<file path="src/rtl/sar_ctrl_pkg.sv">
// Shared types and defaults for the SAR controller.
// State encoding, default sizing and synchronizer depth.
package sar_ctrl_pkg;

  typedef enum logic [1:0] {
    IDLE,
    SAMPLE,
    CONVERT,
    DONE
  } sar_state_e;

  localparam int SAR_WIDTH         = 8;
  localparam int SAR_SAMPLE_CYCLES = 2;
  localparam int SAR_SETTLE_CYCLES = 2;
  localparam int SYNC_STAGES       = 2;

endpackage

</file>
<file path="src/rtl/sar_cmp_sync.sv">
// Multi-flop synchronizer for the comparator decision.
// Depth comes from SYNC_STAGES; resets to 0.
module sar_cmp_sync
  import sar_ctrl_pkg::*;
(
  input  logic clk,
  input  logic rst_n,
  input  logic d,
  output logic q
);

  logic [SYNC_STAGES-1:0] ff;

  // shift the raw decision through the flop chain
  always_ff @(posedge clk or negedge rst_n) begin
    if (!rst_n) begin
      ff <= '0;
    end else begin
      ff <= {ff[SYNC_STAGES-2:0], d};
    end
  end

  assign q = ff[SYNC_STAGES-1];

endmodule

</file>
<file path="src/rtl/sar_ctrl.sv">
// Successive-approximation controller: one binary search per start.
// SAR_CTRL_CMP_SYNC_EN adds a cmp_i synchronizer and longer bit phases.
module sar_ctrl
  import sar_ctrl_pkg::*;
#(
  parameter int WIDTH         = SAR_WIDTH,
  parameter int SAMPLE_CYCLES = SAR_SAMPLE_CYCLES,
  parameter int SETTLE_CYCLES = SAR_SETTLE_CYCLES
) (
  input  logic             clk_i,
  input  logic             rst_ni,
  input  logic             start_i,
  input  logic             cmp_i,
  output logic             sample_o,
  output logic [WIDTH-1:0] dac_code_o,
  output logic             busy_o,
  output logic             done_o,
  output logic [WIDTH-1:0] data_o
);

  logic cmp;

`ifdef SAR_CTRL_CMP_SYNC_EN
  localparam int PHASE = SETTLE_CYCLES + SYNC_STAGES;

  sar_cmp_sync u_sync (
    .clk   (clk_i),
    .rst_n (rst_ni),
    .d     (cmp_i),
    .q     (cmp)
  );
`else
  localparam int PHASE = SETTLE_CYCLES;

  assign cmp = cmp_i;
`endif

  localparam int MAXC = (SAMPLE_CYCLES > PHASE) ?
                        SAMPLE_CYCLES : PHASE;
  localparam int CW   = $clog2(MAXC + 1);
  localparam int IW   = $clog2(WIDTH);

  localparam logic [WIDTH-1:0] LSB =
    {{(WIDTH-1){1'b0}}, 1'b1};
  localparam logic [WIDTH-1:0] MSB =
    {1'b1, {(WIDTH-1){1'b0}}};

  sar_state_e       state_q, state_d;
  logic [CW-1:0]    cnt_q, cnt_d;
  logic [IW-1:0]    idx_q, idx_d;
  logic [WIDTH-1:0] code_q, code_d;
  logic [WIDTH-1:0] data_q, data_d;
  logic [WIDTH-1:0] trial_bit;
  logic [WIDTH-1:0] kept;

  // state and datapath registers
  always_ff @(posedge clk_i or negedge rst_ni) begin
    if (!rst_ni) begin
      state_q <= IDLE;
      cnt_q   <= '0;
      idx_q   <= '0;
      code_q  <= '0;
      data_q  <= '0;
    end else begin
      state_q <= state_d;
      cnt_q   <= cnt_d;
      idx_q   <= idx_d;
      code_q  <= code_d;
      data_q  <= data_d;
    end
  end

  // next state, bit trial update and status outputs
  always_comb begin
    state_d   = state_q;
    cnt_d     = cnt_q;
    idx_d     = idx_q;
    code_d    = code_q;
    data_d    = data_q;
    sample_o  = 1'b0;
    busy_o    = 1'b0;
    done_o    = 1'b0;
    trial_bit = LSB << idx_q;
    kept      = cmp ? code_q : (code_q & ~trial_bit);

    unique case (state_q)
      IDLE: begin
        if (start_i) begin
          state_d = SAMPLE;
          cnt_d   = CW'(SAMPLE_CYCLES - 1);
          code_d  = '0;
        end
      end
      SAMPLE: begin
        sample_o = 1'b1;
        busy_o   = 1'b1;
        if (cnt_q == '0) begin
          state_d = CONVERT;
          idx_d   = IW'(WIDTH - 1);
          code_d  = MSB;
          cnt_d   = CW'(PHASE - 1);
        end else begin
          cnt_d = cnt_q - 1'b1;
        end
      end
      CONVERT: begin
        busy_o = 1'b1;
        if (cnt_q == '0) begin
          if (idx_q != '0) begin
            idx_d  = idx_q - 1'b1;
            code_d = kept | (trial_bit >> 1);
            cnt_d  = CW'(PHASE - 1);
          end else begin
            code_d  = kept;
            data_d  = kept;
            state_d = DONE;
          end
        end else begin
          cnt_d = cnt_q - 1'b1;
        end
      end
      DONE: begin
        done_o  = 1'b1;
        state_d = IDLE;
      end
      default: begin
        state_d = IDLE;
      end
    endcase
  end

  assign dac_code_o = code_q;
  assign data_o     = data_q;

endmodule

</file>
<file path="config.mk">
export PLATFORM = sky130hd
export DESIGN_NAME = sar_ctrl
export DESIGN_NICKNAME = d
export VERILOG_FILES = /design/src/rtl/sar_ctrl_pkg.sv /design/src/rtl/sar_cmp_sync.sv /design/src/rtl/sar_ctrl.sv
export SDC_FILE = /design/constraint.sdc
export NUM_CORES = 1
export LEC_CHECK = 0
export CAP_MARGIN = 10
export CORE_AREA = 8 8 65 50
export CTS_BUF_LIST = sky130_fd_sc_hd__clkbuf_2 sky130_fd_sc_hd__clkbuf_4 sky130_fd_sc_hd__clkbuf_8
export CTS_CLUSTER_DIAMETER = 100
export DETAILED_ROUTE_END_ITERATION = 12
export DIE_AREA = 0 0 73 58
export PLACE_DENSITY = 0.87
export SYNTH_ARGS = -nofsm -noshare
export SYNTH_HDL_FRONTEND = slang
export SYNTH_HIERARCHICAL = 1
export SYNTH_SLANG_ARGS = --single-unit
</file>
<file path="constraint.sdc">
create_clock -name clk_i -period 3.6 [get_ports clk_i]
set_clock_uncertainty 0.05 [all_clocks]
set_input_delay 0.54 -clock clk_i [delete_from_list [all_inputs] [get_ports clk_i]]
set_output_delay 0.54 -clock clk_i [all_outputs]
set_load 0.1 [all_outputs]
</file>
==> summary.md <==
| Metric | Value |
|---|---|
| F_max | `371 MHz` |
| Detailed Route WL | `2740 um` |
| Max VDD drop | `0.681 mV` |
| Final setup TNS | `0 ns` |
| Pwr Density | `roughly 900 nW/um^2` |
| Cell Area, Placed | `approximately 1400 sq um` |
| Resize count post-CTS | `0` |
| Post-route minimum period | `2.70 ns` |
| Nets@finish | `169` |
| Initial DRC Count | `70` |
| Top post-synthesis cells by area | `dfrtp_1 (47%), nand2_1 (11%), ha_1 (9.3%), o21ai_0 (8.2%), a22oi_1 (3.1%)` |
| Hold Crit Class | `reg -> reg` |
| Number of flops mapped to enable cells by yosys | `0` |
| Ant diodes | `0` |
| Vias in the first global route | `1,011` |
| Register area | `576 sq um` |
| Worst-skew pair later-pin latency | `0.32 ns` |
| Post-cts hold buffer count | `0` |
| Outcome | `finished clean` |
| Filler cells | `197` |
| Post-DP HPWL | `2080 um` |
| Pre-Repair DR Iteration Count | `4` |
| WP data required | `3.01 ns` |
| Finish-stage setup viols | `0` |
| Antenna violations before repair | `0` |
| Synthesized flop and latch total | `23` |
| CP Launch Point | `state_q[0]$_DFFE_PN0P_` |
| Min Hold Slack | `0.444 ns` |
| Critical-path top delay cell | `clkdlybuf4s50_1` |
| Slew at the pin closest to its max-slew limit | `1.05 ns` |
| Number of I/O pins | `23` |
| Final Cycle Share | `0.749` |
| Hold Fails Final Rpt | `0` |
| Post-synth top cells | `nand2_1 (34), dfrtp_1 (23), o21ai_0 (20), ha_1 (9), a21oi_1 (6)` |
| Maximum clock insertion buffer count | `2` |
| H-tree levels | `1` |
| Initial Utilization | `0.526` |
| Max Slew Vio Count | `0` |
| Chip Width | `approximately 73 um` |
| Post-Synthesis Cell Area | `1210 sq um` |
| Sequential area share after synthesis | `0.474` |
| Most common flop cell mapped by yosys | `dfrtp_1` |
| Synth Net Count | `146` |
| Gr ovfl total | `0` |
| Area occupied by multi-input gates | `a little under 600 sq um` |
| Vias/cell | `5.34` |
| WL/cell | `14.5 um` |
| CTS tree | `done` |
| Die Area | `4230 sq um` |
| Largest net degree at the start of global routing | `24` |
| Die Ht | `between 50 and 60 um` |
| Root Buffer | `clkbuf_4` |
| Gr usage total | `0.148` |
| Sink Count | `23` |
| Tot Pwr | `1350 uW` |
| Core Area | `between 2000 and 2500 sq um` |
| Crit path launch type | `flop` |
| FP Rows | `15` |
| CP arrival | `2.11 ns` |
| DRC violations left | `0` |
| Cell Chain, Critical Path | `ha_1, clkdlybuf4s50_1` |
| Area leader, netlist | `dfrtp_1` |
| Library cells used by synthesis | `28` |
| CP Class | `reg -> out` |
| RSZ-0062 raised after global routing | `false` |
| Hold_sp | `data_o[7]$_DFFE_PN0P_` |
| Synth-to-layout area growth | `21.3%` |
| Post-route cell area | `1470 sq um` |
| Synthesized area per cell | `about 9.1 sq um` |
| Setup bufs post-CTS | `0` |
| First-pass GRT wire length | `between 4000 and 5000 um` |
| Worst slew margin | `0.299` |
| Num CTS Buffers | `3` |
| Antenna-violating nets left | `0` |
| Crit-path max cell delay | `1.15 ns` |
| Cells after Synth | `between 100 and 150` |
| Count leader, synth | `nand2_1` |
| Share of flip-flops with an asynchronous set or reset | `1.00` |
| RD Place Congestion | `approximately 0.8` |
| Yosys top cell area share | `0.474` |
| Peak fanout along the critical path | `4` |
| Reg2Reg Launch Point | `state_q[0]$_DFFE_PN0P_` |
| Clk slew on worst S/H paths | `0.13 ns` |
| Ratio of cells with drive above 1 in the final layout | `0.0774` |
| Via count | `slightly above 1,000` |
| LEAKAGE | `0.000657 uW` |
| MaxCap Viol Count | `0` |
| CP endpoint kind | `output pin` |
| Synth warn | `6` |
| I/O Buffers | `22` |
-- cell type report --
type / count / area share
timing repair buffer: 22 / 0.146
multi-input combinational: 102 / 0.405
clock buffer: 3 / 0.0153
clock inverter: 1 / 0.00340
tap: 34 / 0.0289
sequential: 23 / 0.391
inverter: 4 / 0.0102
-- path summary, 6_finish.rpt --
kind                                        endpoint  slack (ns)  cells past startpoint
min reg2reg                    data_o[7]$_DFFE_PN0P_        0.44                      2
min in group asynchronous     state_q[1]$_DFFE_PN0P_        0.72                      1
max reg2reg                dac_code_o[2]$_DFFE_PN0P_        1.42                      6
max in group asynchronous      data_o[5]$_DFFE_PN0P_        2.15                      1
min                            data_o[7]$_DFFE_PN0P_        0.44                      2
max                                           done_o        0.90                      2
-- cell usage in the layout, fill, tap and decap left out, drive strengths merged, types with 2 or more instances in the layout --
cell type / synthesis / routed
nor2b: 3 / 3
nand3: 3 / 3
inv: 4 / 4
nand2: 34 / 34
nand2b: 2 / 2
dfrtp: 23 / 23
buf: 2 / 2
o22a: 2 / 2
a22oi: 5 / 5
clkbuf: 2 / 3
clkdlybuf4s50: 0 / 20
o21ai: 20 / 20
a21oi: 6 / 6
ha: 9 / 9
nor2: 5 / 5
-- layer usage --
metal / global-route usage / part of all wire
met1: 0.188 / 0.49
met2: 0.220 / 0.44
met3: 0.0448 / 0.058
met4: 0.0795 / 0.013
met5: 0 / 0
-- power breakdown --
group | internal [uW] | switching [uW]
Combinational | 229 | 636
Sequential | 314 | 52.0
Clock | 41.6 | 80.7
Total | 585 | 769
-- kinds of logic after synthesis --
group	after synthesis	share of synthesized area
buf+inv	8	0.0340
flops	23	0.474
fa+ha+maj	9	0.0928
simple gates	53	0.196
compound gates	40	0.203
-- worst max-delay path, delay by kind of cell, from the launching register on --
family	cells	cell delay, ns
buffers and inverters	1	1.15
flip-flops	1	0.42
adder cells (fa/ha/maj)	1	0.22
-- flip-flops by register name, indices dropped and copies added (netlist names) --
signal	flops
dac_code_o	8
data_o	8
idx_q	3
cnt_q	2
state_q	2
-- metrics by stage --
step / worst slack, ns / cells / utilization
4_1_cts: 0.897 / 189 / 0.638
3_3_place_gp: 1.30 / 185 / 0.626
2_1_floorplan: 1.34 / 133 / -
5_1_grt: 0.842 / 189 / 0.638
6_report: 0.902 / 189 / 0.638
3_5_place_dp: 1.27 / 185 / 0.626
Note: power is estimated with default switching activity, not from simulation.
